File: config.mk
export PLATFORM = sky130hd
export DESIGN_NAME = ssp_cmd_master
export DESIGN_NICKNAME = d
export VERILOG_FILES = /design/src/rtl/ssp_cmd_master.sv
export SDC_FILE = /design/constraint.sdc
export NUM_CORES = 1
export LEC_CHECK = 0
export ABC_CLOCK_PERIOD_IN_PS = 5500
export CAP_MARGIN = 20
export CORE_MARGIN = 3
export CORE_UTILIZATION = 50
export CTS_CLUSTER_SIZE = 8
export DETAILED_ROUTE_END_ITERATION = 8
export PLACE_DENSITY_LB_ADDON = 0.08
export SYNTH_ARGS = -nofsm -noshare
export SYNTH_HDL_FRONTEND = slang
export SYNTH_SLANG_ARGS = --single-unit
File: constraint.sdc
create_clock -name Clk -period 5.5 [get_ports Clk]
set_input_delay 1.375 -clock Clk [delete_from_list [all_inputs] [get_ports Clk]]
set_output_delay 1.375 -clock Clk [all_outputs]
set_load 0.03 [all_outputs]
File: src/rtl/ssp_cmd_master.sv
// Command-queued SSP register-port master: a small command FIFO feeding a
// frame sequencer that drives an SSP slave and returns one response per command.
module ssp_cmd_master #(
    parameter int CMD_DEPTH    = 4,
    parameter int SETUP_CYC    = 2,
    parameter int POLL_TIMEOUT = 1023
) (
    input  logic        Clk,
    input  logic        Rst,
    input  logic        Cmd_Valid,
    output logic        Cmd_Ready,
    input  logic [1:0]  Cmd_Op,
    input  logic [2:0]  Cmd_RA,
    input  logic [11:0] Cmd_Data,
    output logic        Rsp_Valid,
    input  logic        Rsp_Ready,
    output logic [11:0] Rsp_Data,
    output logic        Rsp_Err,
    output logic        SSP_SSEL,
    output logic [2:0]  SSP_RA,
    output logic        SSP_WnR,
    output logic        SSP_EOC,
    output logic [11:0] SSP_DI,
    input  logic [11:0] SSP_DO,
    output logic        Busy
);
    localparam int AW = $clog2(CMD_DEPTH);
    localparam int SW = (SETUP_CYC > 1) ? $clog2(SETUP_CYC) : 1;

    typedef enum logic [2:0] {IDLE, SETUP, STROBE, GAP, RESP} state_t;

    logic [16:0]   mem [CMD_DEPTH];
    logic [AW-1:0] wr_ptr_r;
    logic [AW-1:0] rd_ptr_r;
    logic [AW:0]   count_r;
    logic [AW:0]   count_next_s;
    logic          push_s;
    logic          pop_s;
    logic [16:0]   head_s;
    logic          poll_match_s;

    state_t        state_r;
    logic [1:0]    op_r;
    logic [11:0]   data_r;
    logic [SW-1:0] setup_cnt_r;
    logic [9:0]    poll_cnt_r;

    assign head_s       = mem[rd_ptr_r];
    assign poll_match_s = ((SSP_DO & data_r) == data_r);

    // FIFO handshake decode and next occupancy
    always_comb begin
        push_s       = Cmd_Valid & Cmd_Ready;
        pop_s        = (state_r == IDLE) && (count_r != '0);
        count_next_s = count_r;
        if (push_s && !pop_s) begin
            count_next_s = count_r + (AW+1)'(1);
        end else if (!push_s && pop_s) begin
            count_next_s = count_r - (AW+1)'(1);
        end else begin
            count_next_s = count_r;
        end
    end

    // FIFO storage; contents need no reset since occupancy guards every read
    always_ff @(posedge Clk) begin
        if (push_s) begin
            mem[wr_ptr_r] <= {Cmd_Op, Cmd_RA, Cmd_Data};
        end
    end

    // FIFO pointers, occupancy and the registered ready flag
    always_ff @(posedge Clk) begin
        if (Rst) begin
            wr_ptr_r  <= '0;
            rd_ptr_r  <= '0;
            count_r   <= '0;
            Cmd_Ready <= 1'b0;
        end else begin
            if (push_s) wr_ptr_r <= wr_ptr_r + AW'(1);
            if (pop_s)  rd_ptr_r <= rd_ptr_r + AW'(1);
            count_r   <= count_next_s;
            Cmd_Ready <= (count_next_s != (AW+1)'(CMD_DEPTH));
        end
    end

    // Frame sequencer with registered SSP and response outputs
    always_ff @(posedge Clk) begin
        if (Rst) begin
            state_r     <= IDLE;
            op_r        <= 2'd0;
            data_r      <= 12'd0;
            setup_cnt_r <= '0;
            poll_cnt_r  <= 10'd0;
            SSP_SSEL    <= 1'b0;
            SSP_RA      <= 3'd0;
            SSP_WnR     <= 1'b0;
            SSP_EOC     <= 1'b0;
            SSP_DI      <= 12'd0;
            Rsp_Valid   <= 1'b0;
            Rsp_Data    <= 12'd0;
            Rsp_Err     <= 1'b0;
            Busy        <= 1'b0;
        end else begin
            Busy <= 1'b1;
            case (state_r)
                IDLE: begin
                    if (pop_s) begin
                        op_r        <= head_s[16:15];
                        data_r      <= head_s[11:0];
                        setup_cnt_r <= '0;
                        poll_cnt_r  <= 10'd0;
                        if (head_s[16:15] == 2'b11) begin
                            state_r   <= RESP;
                            Rsp_Valid <= 1'b1;
                            Rsp_Data  <= 12'd0;
                            Rsp_Err   <= 1'b1;
                        end else begin
                            state_r  <= SETUP;
                            SSP_SSEL <= 1'b1;
                            SSP_RA   <= head_s[14:12];
                            SSP_WnR  <= (head_s[16:15] == 2'b00);
                            SSP_DI   <= (head_s[16:15] == 2'b00) ? head_s[11:0] : 12'd0;
                        end
                    end else begin
                        Busy <= (count_next_s != '0);
                    end
                end
                SETUP: begin
                    if (setup_cnt_r == SW'(SETUP_CYC - 1)) begin
                        state_r     <= STROBE;
                        SSP_EOC     <= 1'b1;
                        setup_cnt_r <= '0;
                    end else begin
                        setup_cnt_r <= setup_cnt_r + SW'(1);
                    end
                end
                STROBE: begin
                    SSP_EOC  <= 1'b0;
                    SSP_SSEL <= 1'b0;
                    case (op_r)
                        2'b00: begin
                            state_r   <= RESP;
                            Rsp_Valid <= 1'b1;
                            Rsp_Data  <= data_r;
                            Rsp_Err   <= 1'b0;
                        end
                        2'b01: begin
                            state_r   <= RESP;
                            Rsp_Valid <= 1'b1;
                            Rsp_Data  <= SSP_DO;
                            Rsp_Err   <= 1'b0;
                        end
                        2'b10: begin
                            if (poll_match_s || (poll_cnt_r == 10'(POLL_TIMEOUT))) begin
                                state_r   <= RESP;
                                Rsp_Valid <= 1'b1;
                                Rsp_Data  <= SSP_DO;
                                Rsp_Err   <= ~poll_match_s;
                            end else begin
                                state_r    <= GAP;
                                poll_cnt_r <= poll_cnt_r + 10'd1;
                            end
                        end
                        default: begin
                            state_r   <= RESP;
                            Rsp_Valid <= 1'b1;
                            Rsp_Data  <= 12'd0;
                            Rsp_Err   <= 1'b1;
                        end
                    endcase
                end
                GAP: begin
                    state_r  <= SETUP;
                    SSP_SSEL <= 1'b1;
                end
                RESP: begin
                    if (Rsp_Ready) begin
                        state_r   <= IDLE;
                        Rsp_Valid <= 1'b0;
                        Rsp_Data  <= 12'd0;
                        Rsp_Err   <= 1'b0;
                        Busy      <= (count_next_s != '0);
                    end
                end
                default: begin
                    state_r <= IDLE;
                end
            endcase
        end
    end
endmodule

# == Word level (Yosys, flattened, before mapping) ==
# Memory sizes are Yosys's and may differ from the RTL's. A register that Yosys moved wholly into a read port is not among the register bits.
# Index checks and enable logic that the tools add are counted.
# W data, S select, Z words.
# op_classes
addsub,6
n_eq_ne,18
n_mux,44
n_bitwise,4
n_reduce_logical,25
# ops
operator,n
$pmux W12 S3,2
$mux W12,5
$mux W10,3
$mux W3,8
$pmux W10 S2,1
$mux W1,15
$pmux W3 S5,1
$and A12 B12 Y12,1
$eq A12 B12 Y1,1
$ne A2 B2 Y1 const B,6
$reduce_bool A3 Y1,4
$add A10 B1 Y10 const B,1
$eq A10 B10 Y1 const B,1
$pmux W1 S3,3
$reduce_and A3 Y1,3
$pmux W1 S2,4
$eq A3 B2 Y1 const B,2
$ne A3 B3 Y1 const B,2
$reduce_and A2 Y1,3
$reduce_bool A2 Y1,3
$reduce_and A5 Y1,1
$add A2 B1 Y2 const B,2
$eq A2 B2 Y1 const B,2
$logic_not A2 Y1,2
other kinds (16),21
# word_totals
regBits,69
mem_bits_rw,68
inputBits,33
mem_count,1
# memory_table
name,depth,word_bits,rd,rd_ports_with_merged_regs,write_ports,line,text
mem,4,17,1,1,1,32,logic [16:0] mem [CMD_DEPTH];

# == Depth between registers and ports, before layout ==
# logic_depth
word_depth,8
mapped_depth,10
depth_no_buf,9

# == Least setup slack after synthesis ==
# Ideal clock, no wire load.
# synth_path
path_kind,input to register
start,input SSP_DO[2]
end,register poll_cnt_r[0]
setup_ps,65
arrival_ps,2557
t_required_ps,5435
path_slack_ps,2877
cell_stages,7
path_buffers,1
cell_sequence,nand2b_1 > o2111ai_1 > nor3_2 > clkbuf_1 > o21ai_0 > mux2i_1 > nor2b_1
# synth_via
elab_chain_len,5
# synth_rtl
item,line,text
"start, declared",24,"input logic [11:0] SSP_DO,"
$and A12 B12 Y12,49,assign poll_match_s = ((SSP_DO & data_r) == data_r);
$eq A12 B12 Y1,49,
$logic_or A1 B1 Y1,155,if (poll_match_s || (poll_cnt_r == 10'(POLL_TIMEOUT))) begin
$ne A2 B2 Y1 (no line),n/a,
$reduce_and A4 Y1 (no line),n/a,
"end signal, assigned",162,poll_cnt_r <= poll_cnt_r + 10'd1;
"end, declared",46,logic [9:0] poll_cnt_r;
# Every way passes these cells.
# A chain may end at the register's enable or synchronous reset.

# == Worst setup path in the final report ==
# layout_path
start,input SSP_DO[6]
end,register state_r[2]
# layout_via
elab_chain_len,6
# layout_rtl
item,line,text
$and A12 B12 Y12,49,
$eq A12 B12 Y1,49,
$logic_or A1 B1 Y1,155,
$mux W3,155,
$mux W3,141,case (op_r)
$pmux W3 S5,106,case (state_r)
"end signal, assigned",143,state_r <= RESP;
"end signal, assigned",156,state_r <= RESP;
"end signal, assigned",161,state_r <= GAP;
"end, declared",42,state_t state_r;
# Every way passes these cells.

==> results.json <==
{
  "hold_viol_final": 0,
  "syn_nets": 510,
  "drive_gt1_frac": 0.1033,
  "finalWirelength_um": 11000,
  "yosys_warnings": 0,
  "hp-class": "reg2reg",
  "ctsRootBufferMaster": "clkbuf_16",
  "switching_power_mw": 1.198,
  "finalCritPeriodShare": 0.5969,
  "numPortBuffers": 66,
  "routed.top_layer": "met4",
  "cts_tree": "built",
  "gp_congestion": 0.8061,
  "area_growth_pct": 22.23,
  "cp-end-kind": "register",
  "cts_setup_buffers": 0,
  "drcViolationCount": 0,
  "grt_max_degree": 29,
  "finalNonFillerCells": 682,
  "rows": 38,
  "hold_buffers": 0,
  "fillers": 855,
  "combPwrFrac": 0.314,
  "drt-initial-drc-count": 195,
  "fin_crit_ns": 3.283,
  "insertion_delay_ns": 0.41,
  "wl_per_cell_um": 16.13,
  "ff2ff_path_depth": 8,
  "cp.depth": 7,
  "numCtsBuffers": 17,
  "antenna_found_initial": 0,
  "dr.pass1.iters": 4,
  "hold_slack_ns": 0.4446,
  "wl_met1_um": 5034,
  "setup-tns-final_ns": 0,
  "postRouteAntennaNets": 0,
  "worstMarginPinSlew_ns": 0.9167,
  "seq_power_share": 0.389,
  "die_y_um": 112.9,
  "wl_met3_um": 449,
  "synth_cell_type_count": 52,
  "cts_resized": 0,
  "hold_depth": 2,
  "avgSynthCellArea_um2": 12.29,
  "crit_family": "simple AND/OR/NAND/NOR gates",
  "synth-edff-count": 68,
  "postSynthCellCount": 465,
  "cts_buffer_depth": 2,
  "layout_common_cells": "dfxtp_1 (71), edfxtp_1 (68), clkdlybuf4s50_1 (66)",
  "rsz0062_at_grt": "no",
  "leakagePower_nw": 2.445,
  "maxSlewHeadroom": 0.3889,
  "synthFlopType": "dfxtp_1",
  "cp_data_required_time_ns": 5.84,
  "wl_met2_um": 5417,
  "critical_path.max_fanout": 28,
  "fin_nets": 574,
  "setup_viol": 0,
  "fmax_mhz": 304.6,
  "status": "completed",
  "drv_slew": 0,
  "pwr_density_cell_mw_per_mm2": 507.5,
  "fin_skew_ns": 0.007184,
  "yosys_register_bits": 139,
  "num_io_pins": 67,
  "swShare": 0.3381,
  "irDropWorstVdd_mv": 0.4473,
  "die_area_mm2": 0.01274,
  "clk_pin_slew_ns": 0.06,
  "cp.arrival_ns": 3.63,
  "async_flop_share": 0,
  "critPathLaunchType": "input port",
  "slowest_stage": "nor3_2",
  "yosysSeqAreaShare": 0.6062,
  "path_class": "in2reg",
  "diodes": 0,
  "htree_num_levels": 4,
  "grt_overflow_total": 0,
  "hpwl_um": 7534,
  "vias": 3650,
  "clockPowerShare": 0.297,
  "path_cells": "clkdlybuf4s50_1, nand2b_1, o2111ai_1, nor3_2, o211ai_4, mux2_2, nor2_1",
  "viasPerCell": 5.352,
  "intPower_mw": 2.346,
  "grt_usage": 0.1846,
  "slowest_delay_ns": 0.68,
  "grt_pass1_wl_um": 18440,
  "p_total_mw": 3.544,
  "placed_cells": 650,
  "initial_core_util": 0.5202,
  "crit_buf_inv": 1,
  "die_w_um": 112.9,
  "synthesis.area_mm2": 0.005713,
  "numClockSinks": 139,
  "mostFrequentLayoutCell": "dfxtp_1",
  "max-cap-violations": 0,
  "coreArea_mm2": 0.01098,
  "grt_pass1_vias": 3729
}
logic make-up (layout without fill, tap and decap cells):
logic type / after synthesis / in the layout / share of synthesized area
AND/OR/NAND/NOR: 164 / 164 / 0.1437
flip-flops: 139 / 139 / 0.6062
AO/OA/AOI/OAI: 76 / 76 / 0.08980
buffers and inverters: 39 / 116 / 0.03526
multiplexers: 23 / 23 / 0.08038
adder cells (fa/ha/maj): 12 / 12 / 0.02628
XOR/XNOR: 12 / 12 / 0.01840
power groups by stage:
stage	logic (mW)	registers (mW)	clock network, mW
after floorplan	0.830	1.42	0
after global placement	1.10	1.39	0
after detailed placement	1.12	1.40	0
after CTS	1.13	1.38	1.08
after global routing	1.24	1.40	1.12
final	1.11	1.38	1.05
synthesized netlist by cell type, types with 2 or more instances:
master | number | area, um2
nor2b_1 | 2 | 12.51
o31ai_1 | 13 | 97.59
mux2i_1 | 5 | 50.05
a21oi_1 | 16 | 80.08
nand3b_1 | 13 | 97.59
inv_1 | 15 | 56.30
and3_1 | 8 | 50.05
nor2_1 | 31 | 116.4
nand4_1 | 2 | 12.51
clkbuf_1 | 11 | 41.29
mux4_1 | 4 | 105.1
a22oi_1 | 12 | 90.09
buf_6 | 3 | 33.78
buf_8 | 2 | 30.03
nor3_1 | 8 | 40.04
or2_2 | 3 | 18.77
nand2_1 | 62 | 232.7
buf_2 | 7 | 35.03
dfxtp_1 | 71 | 1421
o21ai_1 | 7 | 35.03
ha_1 | 12 | 150.1
xnor2_1 | 11 | 96.34
nor3b_1 | 2 | 15.01
edfxtp_1 | 68 | 2042
nand2b_1 | 12 | 75.07
mux4_2 | 13 | 292.8
or3_1 | 2 | 12.51
and2_1 | 2 | 12.51
nand3_1 | 9 | 45.04
o2111ai_1 | 3 | 26.28
o21ai_0 | 15 | 75.07
per-stage QoR:
step	instance area [um2]	utilization	worst slack, ns
after CTS	6983	0.6358	2.207
after detailed placement	6432	0.5857	1.786
after global routing	6983	0.6358	2.001
after floorplan	5713	-	2.877
final	6983	0.6358	2.217
after global placement	6432	0.5857	1.864
final cells by class:
type	instances	area (um2)	share of cell area
Tap cell	140	175.2	0.02509
Inverter	15	56.30	0.008063
Sequential cell	139	3463	0.4960
Clock buffer	25	479.2	0.06863
Clock inverter	7	71.32	0.01021
Timing Repair Buffer	69	683.2	0.09783
Multi-Input combinational cell	287	2054	0.2942
layer usage:
layer | GRT usage | vias up
met4 | 0.05929 | 0
li1 | - | 1820
met3 | 0.05561 | 9
met5 | 0 | -
met1 | 0.2353 | 1754
met2 | 0.3037 | 67
final timing paths:
kind              start         end  slack, ns
min           SSP_DI[7]   SSP_DI[7]       0.44
max reg2reg  count_r[0]  SSP_DI[10]       3.09
max           SSP_DO[6]  state_r[2]       2.22
min reg2reg   SSP_DI[7]   SSP_DI[7]       0.44
worst reg2reg max path: stages, from the launching register on:
cell     delay [ns]
dfxtp_1        0.42
inv_1          0.07
ha_1           0.20
ha_1           0.25
or4_4          0.53
nor2_1         0.50
and2_1         0.21
inv_1          0.05
o21ai_0        0.12
registers in the layout, indices dropped and copies added (netlist names), 2 cells and up, named ones only:
signal / flops
Rsp_Data: 12
SSP_DI: 12
SSP_RA: 3
count_r: 3
data_r: 12
mem: 68
op_r: 2
poll_cnt_r: 10
rd_ptr_r: 2
state_r: 3
wr_ptr_r: 2
No activity file was read; power rests on OpenSTA's default activity.
==> edit 1: new RTL, same settings <==
`SETUP_CYC`: 2 -> 1.
--- a/src/rtl/ssp_cmd_master.sv
+++ b/src/rtl/ssp_cmd_master.sv
@@ -4,3 +4,3 @@
     parameter int CMD_DEPTH    = 4,
-    parameter int SETUP_CYC    = 2,
+    parameter int SETUP_CYC    = 1,
     parameter int POLL_TIMEOUT = 1023
Formal check against the unedited RTL: not equivalent (Yosys sat finds a counterexample within 10 cycles, from zero or initial values and one cycle with Rst high).
==> edit 1 against the original RTL <==
Die area decreased by 0.25%. Final cell count decreased by 4.1%. Sequential power about the same. Maximum frequency grew 12%. Sequential cell count shrank 1. Non-clock buffer count is the same. Utilization is 0.18 points higher. Critical endpoint is now Cmd_Ready. Setup slack gained 0.34 ns. Synthesized area down 0.26%. Clock skew increased by 0.0038 ns. Power is 6.1% higher. Final area is 0.29% higher. Routed wire length up 3.0%. Sequential share of layout area fell by 0.43 points.
==> edit 1: results (changes against the original RTL) <==
{
  "netlist_top_cells_area": {"value": "sky130_fd_sc_hd__edfxtp_1, sky130_fd_sc_hd__dfxtp_1, sky130_fd_sc_hd__mux4_2", "change": "unchanged"},
  "buf_share": {"value": 0.0979, "change": "was 0.0978"},
  "post_synthesis_to_final_layout_area_growth": {"value": 22.9, "unit": "%", "change": "was 22.2%"},
  "wire_per_inst": {"value": 17.3, "unit": "um", "change": "was 16.1 um"},
  "groute.layer.met3.usage": {"value": 0.0503, "change": "was 0.0556"},
  "gp_routability_congestion": {"value": 0.760, "change": "was 0.806"},
  "pre_cts_slack": {"value": 1.77, "unit": "ns", "change": "was 1.79 ns"},
  "fin_nets": {"value": 546, "change": "was 574"},
  "arithmetic_cell_share_of_the_synthesized_area_counting_full_adders_half_adders_and_majority_gates": {"value": 0.0264, "change": "was 0.0263"},
  "worst-r2r-cell-count": {"value": 6, "change": "was 8"},
  "p_leak": {"value": 0.00237, "unit": "uW", "change": "was 0.00244 uW"},
  "wl_met1": {"value": 5160, "unit": "um", "change": "was 5030 um"},
  "hold_end": {"value": "SSP_WnR", "change": "was SSP_DI[7]"},
  "grt_use_met2": {"value": 0.305, "change": "was 0.304"},
  "met2RoutedLength": {"value": 5530, "unit": "um", "change": "was 5420 um"},
  "route.met3.wl": {"value": 503, "unit": "um", "change": "was 449 um"},
  "grt_max_degree": {"value": 54, "change": "was 29"},
  "outcome": {"value": "completed", "change": "unchanged"},
  "r2r_end": {"value": "SSP_DI[1]", "change": "was SSP_DI[10]"},
  "cp.arrival": {"value": 1.57, "unit": "ns", "change": "was 3.63 ns"},
  "final-instance-count-excl-fill": {"value": 654, "change": "was 682"},
  "netlist_top_cells_count": {"value": "sky130_fd_sc_hd__dfxtp_1, sky130_fd_sc_hd__edfxtp_1, sky130_fd_sc_hd__nand2_1, sky130_fd_sc_hd__nor2_1, sky130_fd_sc_hd__a21oi_1", "change": "unchanged"},
  "final.hold.worst_slack": {"value": 0.455, "unit": "ns", "change": "was 0.445 ns"},
  "yosys.area_share.xor_xnor": {"value": 0.0200, "change": "was 0.0184"},
  "multiInputCombCellCount": {"value": 262, "change": "was 287"},
  "seqCellArea": {"value": 0.00344, "unit": "mm2", "change": "was 0.00346 mm2"},
  "fp.dieArea": {"value": 0.0127, "unit": "mm2", "change": "about the same"},
  "max_stage_delay": {"value": 0.72, "unit": "ns", "change": "was 0.68 ns"},
  "compound_gate_portion_of_the_synthesized_area": {"value": 0.114, "change": "was 0.0898"},
  "ir_drop": {"value": 304, "unit": "uV", "change": "was 447 uV"},
  "place_inst": {"value": 621, "change": "was 650"},
  "area_taken_by_multi_input_logic_gates": {"value": 0.00206, "unit": "mm2", "change": "was 0.00205 mm2"}
}
[edit 1: cell families (layout without fill, tap and decap cells)]
| logic type | Yosys count | count (layout) |
|---|---|---|
| compound gates | 86 | 86 |
| xor+xnor | 13 | 13 |
| fa+ha+maj | 12 | 12 |
| buf+inv | 39 | 114 |
| flops | 138 | 138 |
| mux | 21 | 21 |
| simple gates | 130 | 130 |
[edit 1: power by group]
group          switching [uW]  internal [uW]  total, uW
clock network             450            676       1130
registers                 138           1240       1380
logic                     757            495       1250
[edit 1: how the worst max path moves through the flow]
stage               cells past startpoint  slack [ns]            end       from
global placement                        8        1.81      Rsp_Valid  SSP_DO[4]
CTS                                     8        2.20      Rsp_Valid  SSP_DO[4]
detailed placement                      8        1.77      Rsp_Valid  SSP_DO[6]
finish                                  1        2.56      Cmd_Ready  Cmd_Ready
global route                            1        2.49      Cmd_Ready  Cmd_Ready
floorplan                               7        2.87  poll_cnt_r[0]  SSP_DO[6]
==> edit 2: new RTL, same flow settings <==
Made on the original files. Reset style: asynchronous (`Rst`), changed in 2 clocked blocks.
--- a/src/rtl/ssp_cmd_master.sv
+++ b/src/rtl/ssp_cmd_master.sv
@@ -72,3 +72,3 @@
     // FIFO pointers, occupancy and the registered ready flag
-    always_ff @(posedge Clk) begin
+    always_ff @(posedge Clk or posedge Rst) begin
         if (Rst) begin
@@ -87,3 +87,3 @@
     // Frame sequencer with registered SSP and response outputs
-    always_ff @(posedge Clk) begin
+    always_ff @(posedge Clk or posedge Rst) begin
         if (Rst) begin
Formal check against the unedited RTL: differs if Rst is asserted again (counterexample within 4 cycles, from zero or initial values and one cycle with Rst high); with Rst held inactive, the same outputs for 4 cycles.
==> edit 2 against the original RTL <==
Non-clock buffer count rose by 4. Maximum frequency shrank 5.1%. Routed wire length up 7.4%. Sequential cell count down 2. Setup slack worse by 0.18 ns. Synthesized cell count down 5.2%. Final area up 4.5%. Power increased by 22%. Synthesized area grew 3.3%. Final cell count decreased by 2.5%. Critical endpoint is now Rsp_Data[6]. Highest routed layer unchanged.
==> edit 2: results (changes against the original RTL) <==
{
  "critical_path.max_fanout": {"value": 14, "change": "was 28"},
  "all_layer_gr_usage": {"value": 0.194, "change": "was 0.185"},
  "netlist_top_cells_count": {"value": "sky130_fd_sc_hd__dfrtp_1, sky130_fd_sc_hd__edfxtp_1, sky130_fd_sc_hd__nand2_1, sky130_fd_sc_hd__inv_1, sky130_fd_sc_hd__nand2b_1", "change": "was sky130_fd_sc_hd__dfxtp_1, sky130_fd_sc_hd__edfxtp_1, sky130_fd_sc_hd__nand2_1, sky130_fd_sc_hd__nor2_1, sky130_fd_sc_hd__a21oi_1"},
  "outcome": {"value": "completed", "change": "unchanged"},
  "post-dp-hpwl": {"value": 7680, "unit": "um", "change": "was 7530 um"},
  "worst_setup_path_startpoint": {"value": "count_r[0]", "change": "was SSP_DO[6]"},
  "cell_depth_of_the_worst_min_delay_path": {"value": 1, "change": "was 2"},
  "fraction_of_synthesis_flops_using_an_asynchronous_set_or_reset_pin": {"value": 0.504, "change": "was 0"},
  "grt_max_degree": {"value": 51, "change": "was 29"},
  "yosysSeqAreaShare": {"value": 0.639, "change": "was 0.606"},
  "detail_route.wirelength": {"value": 11800, "unit": "um", "change": "was 11000 um"},
  "synth_cell_type_count": {"value": 46, "change": "was 52"},
  "timing.slew.headroom": {"value": 0.318, "change": "was 0.389"},
  "ys_dominant_reg_cell": {"value": "sky130_fd_sc_hd__dfrtp_1", "change": "was sky130_fd_sc_hd__dfxtp_1"},
  "max_stage_delay": {"value": 0.80, "unit": "ns", "change": "was 0.68 ns"},
  "worst_clock_skew": {"value": 0.0126, "unit": "ns", "change": "was 0.00718 ns"},
  "hold_end": {"value": "SSP_WnR", "change": "was SSP_DI[7]"},
  "p_leak": {"value": 0.00285, "unit": "uW", "change": "was 0.00244 uW"},
  "pwr.group.combinational": {"value": 1650, "unit": "uW", "change": "was 1110 uW"},
  "crit_path_end": {"value": "Rsp_Data[6]", "change": "was state_r[2]"},
  "fin_nets": {"value": 554, "change": "was 574"},
  "gp_routability_congestion": {"value": 0.787, "change": "was 0.806"},
  "layout-drive-gt1-share": {"value": 0.119, "change": "was 0.103"},
  "syn_nets": {"value": 486, "change": "was 510"},
  "netlist_top_cells_area": {"value": "sky130_fd_sc_hd__edfxtp_1, sky130_fd_sc_hd__dfrtp_1, sky130_fd_sc_hd__mux4_2", "change": "was sky130_fd_sc_hd__edfxtp_1, sky130_fd_sc_hd__dfxtp_1, sky130_fd_sc_hd__mux4_2"},
  "startpoint_of_the_most_critical_hold_path": {"value": "SSP_WnR", "change": "was SSP_DI[7]"}
}
edit 2: changes by cell type in the layout (fill, tap and decap cells not counted), moves of 7 or more:
cell	change
sky130_fd_sc_hd__nor2_1	-22
sky130_fd_sc_hd__dfxtp_1	-71
sky130_fd_sc_hd__o21ai_1	-7
sky130_fd_sc_hd__dfrtp_1	+69
sky130_fd_sc_hd__a22o_1	+14
sky130_fd_sc_hd__o32ai_1	+12
sky130_fd_sc_hd__nand2b_1	+8
sky130_fd_sc_hd__nand3b_1	-11
sky130_fd_sc_hd__o31ai_1	-12
sky130_fd_sc_hd__inv_1	+11
edit 2: logic make-up after synthesis:
group                      synth area share
adders and majority gates            0.0255
AOI/OAI and AO/OA                     0.102
DFF                                   0.639
and+or+nand+nor                       0.105
buffers and inverters                0.0354
muxes                                0.0861
xor gates and xnor gates            0.00742
edit 2: through the flow:
| stage | setup WS (ns) | instance area [um2] | power [uW] | hold WS [ns] | instances |
|---|---|---|---|---|---|
| after global placement | 1.66 | 6680 | 3200 | 0.461 | 631 |
| after global routing | 1.72 | 7290 | 4610 | 0.485 | 665 |
| final | 2.04 | 7290 | 4330 | 0.473 | 665 |
| after floorplan | 2.39 | 5900 | 2730 | 0.469 | 441 |
| after CTS | 2.04 | 7250 | 4340 | 0.479 | 663 |
| after detailed placement | 1.69 | 6680 | 3240 | 0.466 | 631 |
edit 2: area by class of cell:
class,instances,area [um2]
fill,882,4170
inverter,27,101
clock inverter,14,145
clock buffer,18,429
tap,143,179
sequential,137,3770
timing repair buffer,73,741
multi-input combinational,253,1930
edit 2: routing by layer:
layer  share of wire  vias to the layer above  global-route usage
met4          0.0092                        0              0.0665
met5               0                        -                   0
li1                -                     1769                   -
met2            0.49                       85               0.302
met3           0.047                        8              0.0629
met1            0.45                     1855               0.257
